[config.mk]
export PLATFORM = sky130hd
export DESIGN_NAME = pc_fetch_unit
export DESIGN_NICKNAME = d
export VERILOG_FILES = /design/src/rtl/pc_fetch_unit.sv
export SDC_FILE = /design/constraint.sdc
export NUM_CORES = 1
export LEC_CHECK = 0
export CORE_MARGIN = 1.5
export CORE_UTILIZATION = 25
export CTS_BUF_LIST = sky130_fd_sc_hd__clkbuf_2 sky130_fd_sc_hd__clkbuf_4 sky130_fd_sc_hd__clkbuf_8
export CTS_CLUSTER_DIAMETER = 80
export CTS_CLUSTER_SIZE = 10
export DETAILED_ROUTE_END_ITERATION = 8
export PLACE_DENSITY = 0.44
export SLEW_MARGIN = 40
export SYNTH_ARGS = -nofsm -noshare
export SYNTH_HDL_FRONTEND = slang
export SYNTH_SLANG_ARGS = --single-unit
[constraint.sdc]
create_clock -name clk -period 2.81 [get_ports clk]
set_input_delay 0.4215 -clock clk [delete_from_list [all_inputs] [get_ports clk]]
set_output_delay 0.4215 -clock clk [all_outputs]
set_load 0.005 [all_outputs]
[src/rtl/pc_fetch_unit.sv]
// pc_fetch_unit: owns the PC, applies NextInstrSel redirects, issues in-order
// instruction-memory requests and buffers returned words (with their PCs)
// for decode. Responses to requests in flight at a redirect are dropped.
module pc_fetch_unit #(
  parameter int                ADDR_W    = 32,
  parameter int                DATA_W    = 32,
  parameter logic [ADDR_W-1:0] RESET_PC  = '0,
  parameter int                BUF_DEPTH = 2
) (
  input  logic              clk,
  input  logic              rst,
  input  logic [1:0]        NextInstrSel,
  input  logic              redirect_valid,
  input  logic [ADDR_W-1:0] JmpTarget,
  input  logic [ADDR_W-1:0] JmpRegTarget,
  input  logic [ADDR_W-1:0] BranchTarget,
  output logic              imem_req_valid,
  input  logic              imem_req_ready,
  output logic [ADDR_W-1:0] imem_addr,
  input  logic              imem_rsp_valid,
  input  logic [DATA_W-1:0] imem_rsp_data,
  output logic              instr_valid,
  input  logic              instr_ready,
  output logic [DATA_W-1:0] instr,
  output logic [ADDR_W-1:0] instr_pc
);

  localparam int PTR_W = (BUF_DEPTH > 1) ? $clog2(BUF_DEPTH) : 1;
  localparam int CNT_W = PTR_W + 1;
  localparam int SUM_W = CNT_W + 1;
  localparam logic [PTR_W-1:0]  PTR_ONE = PTR_W'(1);
  localparam logic [CNT_W-1:0]  CNT_ONE = CNT_W'(1);
  localparam logic [SUM_W-1:0]  CREDITS = SUM_W'(BUF_DEPTH);
  localparam logic [ADDR_W-1:0] PC_STEP = ADDR_W'(4);

  typedef enum logic [1:0] {IDLE, FETCH, DRAIN} state_t;

  state_t            state;
  logic [ADDR_W-1:0] pc;
  logic [CNT_W-1:0]  drop_cnt;

  // address queue: PCs of accepted requests; its count is the outstanding count
  logic [ADDR_W-1:0] aq_mem [BUF_DEPTH];
  logic [PTR_W-1:0]  aq_wr, aq_rd;
  logic [CNT_W-1:0]  aq_cnt;

  // fetch buffer: {instruction, pc} pairs waiting for decode
  logic [DATA_W-1:0] fb_data [BUF_DEPTH];
  logic [ADDR_W-1:0] fb_pc   [BUF_DEPTH];
  logic [PTR_W-1:0]  fb_wr, fb_rd;
  logic [CNT_W-1:0]  fb_cnt;

  logic              redir, req_fire, rsp_pop, rsp_keep, dec_pop;
  logic [ADDR_W-1:0] tgt;
  logic [CNT_W-1:0]  drop_nxt;
  logic [SUM_W-1:0]  in_use;

  // redirect target select; code 00 is sequential and never used as a target
  always_comb begin
    tgt = pc;
    case (NextInstrSel)
      2'b01:   tgt = JmpTarget;
      2'b10:   tgt = JmpRegTarget;
      2'b11:   tgt = BranchTarget;
      default: tgt = pc;
    endcase
  end

  assign redir    = redirect_valid && (NextInstrSel != 2'b00);
  // every slot is either in flight or sitting in the buffer, so a response
  // always finds a free entry
  assign in_use   = SUM_W'(aq_cnt) + SUM_W'(fb_cnt);
  assign imem_req_valid = (state == FETCH) && !redir && (in_use < CREDITS);
  assign imem_addr      = pc;
  assign req_fire = imem_req_valid && imem_req_ready;
  // a stray response with nothing outstanding is ignored so the queue never underflows
  assign rsp_pop  = imem_rsp_valid && (aq_cnt != '0);
  assign rsp_keep = rsp_pop && (state == FETCH) && !redir;
  assign dec_pop  = instr_valid && instr_ready && !redir;
  // responses still owed after this cycle are all stale once we redirect
  assign drop_nxt = aq_cnt - CNT_W'(rsp_pop);

  assign instr_valid = (fb_cnt != '0);
  assign instr       = fb_data[fb_rd];
  assign instr_pc    = fb_pc[fb_rd];

  // control FSM: one idle cycle after reset, then fetch; drain stale responses after redirects
  always_ff @(posedge clk or negedge rst) begin
    if (!rst) begin
      state    <= IDLE;
      drop_cnt <= '0;
    end else if (redir) begin
      drop_cnt <= drop_nxt;
      state    <= (drop_nxt != '0) ? DRAIN : FETCH;
    end else begin
      case (state)
        IDLE:    state <= FETCH;
        DRAIN: begin
          if (rsp_pop) begin
            drop_cnt <= drop_cnt - CNT_ONE;
            if (drop_cnt == CNT_ONE) state <= FETCH;
          end
        end
        default: ;
      endcase
    end
  end

  // program counter: redirect wins, otherwise advance on each accepted request
  always_ff @(posedge clk or negedge rst) begin
    if (!rst)          pc <= RESET_PC;
    else if (redir)    pc <= {tgt[ADDR_W-1:2], 2'b00};
    else if (req_fire) pc <= pc + PC_STEP;
  end

  // address queue: push on request handshake, pop on every response (kept or dropped)
  always_ff @(posedge clk or negedge rst) begin
    if (!rst) begin
      aq_wr  <= '0;
      aq_rd  <= '0;
      aq_cnt <= '0;
      for (int i = 0; i < BUF_DEPTH; i++) aq_mem[i] <= '0;
    end else begin
      if (req_fire) begin
        aq_mem[aq_wr] <= pc;
        aq_wr         <= aq_wr + PTR_ONE;
      end
      if (rsp_pop) aq_rd <= aq_rd + PTR_ONE;
      aq_cnt <= aq_cnt + CNT_W'(req_fire) - CNT_W'(rsp_pop);
    end
  end

  // fetch buffer: flushed on redirect, otherwise push kept responses and pop to decode
  always_ff @(posedge clk or negedge rst) begin
    if (!rst) begin
      fb_wr  <= '0;
      fb_rd  <= '0;
      fb_cnt <= '0;
      for (int i = 0; i < BUF_DEPTH; i++) begin
        fb_data[i] <= '0;
        fb_pc[i]   <= '0;
      end
    end else if (redir) begin
      fb_wr  <= '0;
      fb_rd  <= '0;
      fb_cnt <= '0;
    end else begin
      if (rsp_keep) begin
        fb_data[fb_wr] <= imem_rsp_data;
        fb_pc[fb_wr]   <= aq_mem[aq_rd];
        fb_wr          <= fb_wr + PTR_ONE;
      end
      if (dec_pop) fb_rd <= fb_rd + PTR_ONE;
      fb_cnt <= fb_cnt + CNT_W'(rsp_keep) - CNT_W'(dec_pop);
    end
  end

endmodule

Yosys cells after proc, flatten, opt, wreduce, memory -nomap -nowiden. Index checks and enable logic that the tools add are counted. W data, S select, Z words.

Add/subtract/negate cells: 12. Magnitude comparators: 7. Equality and inequality tests: 9. Muxes and demuxes: 32. Bitwise gates (word level): 5. Reductions and logical operators: 27.

Operators with widths (number): $mux W32 (13); $bwmux W64 (3); $pmux W32 S3 (1); $demux W32 S1 (2); $add A32 B3 Y32 const B (1); $reduce_bool A2 Y1 (9); $mux W2 (8); $logic_and A1 B1 Y1 (11); $ge A2 B2 Y1 const B (4); $not A1 Y2 (4); $eq A2 B1 Y1 const B (3); $eq A2 B2 Y1 const B (3); $ne A3 B3 Y1 const B (2); $reduce_and A2 Y1 (3); $sub A2 B1 Y2 (3); $add A1 B1 Y1 const B (4); $add A2 B1 Y2 (2); $lt A2 B1 Y1 const B (2); $mux W1 (4); $ne A4 B1 Y1 const B (1); $pmux W2 S2 (1); $add A2 B2 Y3 (1); $lt A3 B2 Y1 const B (1); $reduce_and A3 Y1 (1); other kinds (5) (5).

Register bits after elaboration: 236. Bits of input ports: 136.

Longest topological paths before layout.
Depth in word-level cells: 8. Mapped depth: 11. Mapped depth without buffers: 9.

Worst setup path after synthesis. OpenSTA, ideal clock, no wires.

Kind: register to register. From: register aq_cnt[0]. To: register aq_mem[34] (netlist name). Arrival: 2523 ps. Required time: 2682 ps. Slack: 159 ps. Cell stages (with the launch flop): 9. Path buffers: 2. Clock period less this slack: 2651 ps. Path through: dfrtp_1 and2_1 fa_1 nor4b_4 nand3_1 or2_1 clkbuf_1 buf_2 mux2_1.

Longest elaborated chain between the ends: 4.

Ends and longest elaborated chain: start: declaration (RTL line 45) `logic [CNT_W-1:0] aq_cnt;`; start signal: assignment (RTL line 129) `aq_cnt <= aq_cnt + CNT_W'(req_fire) - CNT_W'(rsp_pop);`; $add A2 B2 Y3 (RTL line 72) `assign in_use = SUM_W'(aq_cnt) + SUM_W'(fb_cnt);`; $lt A3 B2 Y1 (RTL line 73) `assign imem_req_valid = (state == FETCH) && !redir && (in_use < CREDITS);`; $logic_and A1 B1 Y1 (RTL line 73); $logic_and A1 B1 Y1 (RTL line 75) `assign req_fire = imem_req_valid && imem_req_ready;`; end signal: indexed assignment (RTL line 125) `aq_mem[aq_wr] <= pc;`; end: declaration (RTL line 43) `logic [ADDR_W-1:0] aq_mem [BUF_DEPTH];`.

Every way passes these cells. A chain may end at the register's enable or synchronous reset.

Worst setup path after layout.
From: register fb_cnt[0]. To: output imem_req_valid.

Longest elaborated chain between the ends: 3.

Ends and longest elaborated chain: start: declaration (RTL line 51) `logic [CNT_W-1:0] fb_cnt;`; start signal: assignment (RTL line 154) `fb_cnt <= fb_cnt + CNT_W'(rsp_keep) - CNT_W'(dec_pop);`; $add A2 B2 Y3 (RTL line 72); $lt A3 B2 Y1 (RTL line 73); $logic_and A1 B1 Y1 (RTL line 73); end: declaration (RTL line 17) `output logic imem_req_valid,`.

Every way passes these cells.

==> run metrics <==
status=complete, no violations; CTS Buffer Depth=3; sequential share of power=0.407; Die Area=44980 sq um; Post-DP HPWL=21.27 mm; number of global-route vias before repair=8234; Setup Crit Path Kind=register to output port; Slew headroom=0.5854; Sw Share=0.3294; register area=5660 sq um; max_cap viols=0; Vias=7972; largest stage delay on the critical path=0.48 ns; Avg Cell Area, Syn=11.88 sq um; Post-synth EDFFs=0; Total GRT Usage=0.1371; Std-Cell Rows=76; DR pass1 iterations=4; layout cell share with drive strength beyond 1=0.2195; CP max-delay cell=fa_2; HP Class=input pin to register; wire per inst=17.87 um; Synth Instances=920; Logic pwr share=0.441; pin count of the biggest net entering global routing=93; crit path to=imem_req_valid; R2R Path Start=fb_cnt[0]; Cell Area, Synth=10930 sq um; FF-to-FF setup slack=0.21 ns; fill count=4399; Hold Fails Final Rpt=0; reg2reg end=aq_mem[43]; Clk pwr share=0.152; fin crit share=0.9308; NetSw=4437 uW; Async S/R FF share, synth=1.000; CTS tree=yes; Data required, critical path=2.39 ns; Clock transition at path regs=0.08 ns; drt drc=0; RSZ-0062 raised after global routing=false; DRT iter0 DRCs=335; worst-path cell chain=and2_1 > fa_2 > nor4_2 > clkdlybuf4s15_1; most frequent cells in the layout=dfrtp_1 (224), clkdlybuf4s50_1 (219), mux2_2 (168), nand2_1 (58), mux2i_1 (49); Worst Path Arrival=2.19 ns; Clock Latency Late Sink=0.58 ns; Num CTS Buffers=26; synth warn=0; H-tree levels=1; min cycle time layout=2.615 ns; Pwr per Cell Area=931.3 nW/um^2; core area=43080 sq um; FMAX=382.3 MHz; WHS=0.3308 ns; Synth Register Bits=226; aggregate global routing overflow=0; Netlist cell types=56; Pint=9035 uW; sequential-to-total area share from yosys stat=0.5175; critical path fanouts, max=4; Root Buffer=clkbuf_8; Critical path origin=fb_cnt[0]; Die Width=212.1 um; worst slew pin tran=0.6177 ns; worst reg-to-reg path cell count=7; Max Slew Vio Count=0; Final ANT Viol Nets=0; most common cell after layout, fill and taps aside=dfrtp_1; antenna cells=0; crit end category=output port; first-pass GRT wire length=48.22 mm; Area growth, synth to finish=32.37%; Setup-failing EPs final=0; vias per std cell=4.600; Most used DFF post-synth=dfrtp_1; fin nets=1289; IO Port Bufs=223; area occupied by multi-input gates=4989 sq um; routability cong.=0.7593; crit start category=register; # IOs=234; setup tns final=0 ns; clk sinks=226; initial core utilization=0.2537; clk_skew=0.02470 ns; Peak VDD IR=326.5 uV; wirelength, routed=30.97 mm; Lkg Pwr=0.006075 uW; die height=212.1 um; initial antenna violation count=0
## cell families (layout without fill, tap and decap cells)
kind of cell	Yosys count	after routing	synth area share
compound gates	168	168	0.09938
xor+xnor	10	10	0.008014
fa+ha+maj	8	8	0.009846
buf+inv	77	302	0.02988
flops	226	226	0.5175
mux	246	246	0.2479
other cells	1	4	0.0003432
simple gates	184	184	0.08713
## Yosys cell counts, types with 5 or more instances
master | count | area (sq um)
o211ai_1 | 6 | 45.04
a2bb2oi_1 | 10 | 87.58
and2_1 | 5 | 31.28
nand2b_1 | 7 | 43.79
o31ai_1 | 9 | 67.56
nor2_1 | 45 | 168.9
a21oi_1 | 38 | 190.2
clkbuf_1 | 36 | 135.1
mux2_2 | 168 | 1892
ha_1 | 7 | 87.58
mux2i_1 | 49 | 490.5
a221oi_1 | 15 | 131.4
buf_1 | 10 | 37.54
mux2_1 | 29 | 326.6
buf_2 | 18 | 90.09
nor4_1 | 6 | 37.54
and3_1 | 6 | 37.54
nand2_1 | 58 | 217.7
nand3_1 | 10 | 50.05
or3_1 | 8 | 50.05
a31oi_1 | 16 | 100.1
inv_1 | 9 | 33.78
nand4_1 | 9 | 56.30
a21o_1 | 5 | 37.54
o21ai_0 | 45 | 225.2
o2bb2ai_1 | 5 | 43.79
or4_1 | 10 | 75.07
dfrtp_1 | 226 | 5655
xnor2_1 | 6 | 52.55
## what timing repair did
item / CTS / global route
hold buffers: 1 / 0
buffers inserted: 2 / 0
gates resized for setup: 1 / 4
hold endpoints to repair: 62 / 0
setup endpoints to repair: 12 / 27
pin swaps: 0 / 1
## cell type report
| cell class | count | area share |
|---|---|---|
| Sequential cell | 226 | 0.3913 |
| Multi-Input combinational cell | 620 | 0.3449 |
| Timing Repair Buffer | 262 | 0.1830 |
| Tap cell | 585 | 0.05060 |
| Clock buffer | 30 | 0.02725 |
| Inverter | 9 | 0.002335 |
| Clock inverter | 1 | 0.0006055 |
## worst max-delay path: cells and delay by family, from the launching register on
kind | cells | cell delay, ns
buffers and inverters | 1 | 0.27
and+or+nand+nor | 2 | 0.48
adders and majority gates | 1 | 0.48
DFF | 1 | 0.39
## sequential cells by signal, indices dropped and copies added (netlist names)
name / flops
state: 2
fb_pc: 60
aq_rd: 1
fb_rd: 1
imem_addr: 30
aq_mem: 60
aq_wr: 1
fb_data: 64
fb_wr: 1
fb_cnt: 2
aq_cnt: 2
drop_cnt: 2
## worst min path at each step
stage | startpoint | slack, ns | depth (start not counted) | end
5_1_grt | NextInstrSel[1] | 0.32 | 4 | imem_addr[23]
2_1_floorplan | rst | 0.13 | 0 | aq_cnt[0]
4_1_cts | NextInstrSel[1] | 0.26 | 4 | imem_addr[23]
3_5_place_dp | rst | 0.43 | 1 | drop_cnt[0]
6_report | NextInstrSel[1] | 0.33 | 4 | imem_addr[23]
3_3_place_gp | rst | 0.42 | 1 | drop_cnt[1]
## layer usage
layer / up-vias / wire length (um) / part of all wire / GRT usage
met2: 185 / 14120 / 0.46 / 0.2230
met3: 39 / 1842 / 0.059 / 0.03028
met1: 3944 / 14440 / 0.47 / 0.1842
met5: - / 0 / 0 / 0
li1: 3804 / - / - / -
met4: 0 / 569 / 0.018 / 0.03424
## power by group through the flow
| stage | Combinational [uW] | Clock, uW | Sequential, uW |
|---|---|---|---|
| floorplan | 3390 | 0 | 5270 |
| global route | 6550 | 2320 | 5680 |
| CTS | 6080 | 2220 | 5500 |
| detailed placement | 5990 | 0 | 5600 |
| finish | 5940 | 2050 | 5480 |
| global placement | 5960 | 0 | 5550 |
## per-stage QoR
stage	area, sq um	instances	power, uW	worst slack [ns]	util
global placement	14030	1699	11510	0.1093	0.3256
CTS	14450	1733	13800	0.05143	0.3355
finish	14470	1733	13470	0.1945	0.3358
floorplan	10940	923	8660	0.1592	-
global route	14470	1733	14560	0.03693	0.3358
detailed placement	14030	1699	11580	0.07180	0.3256
No activity file was read; power rests on OpenSTA's default activity.
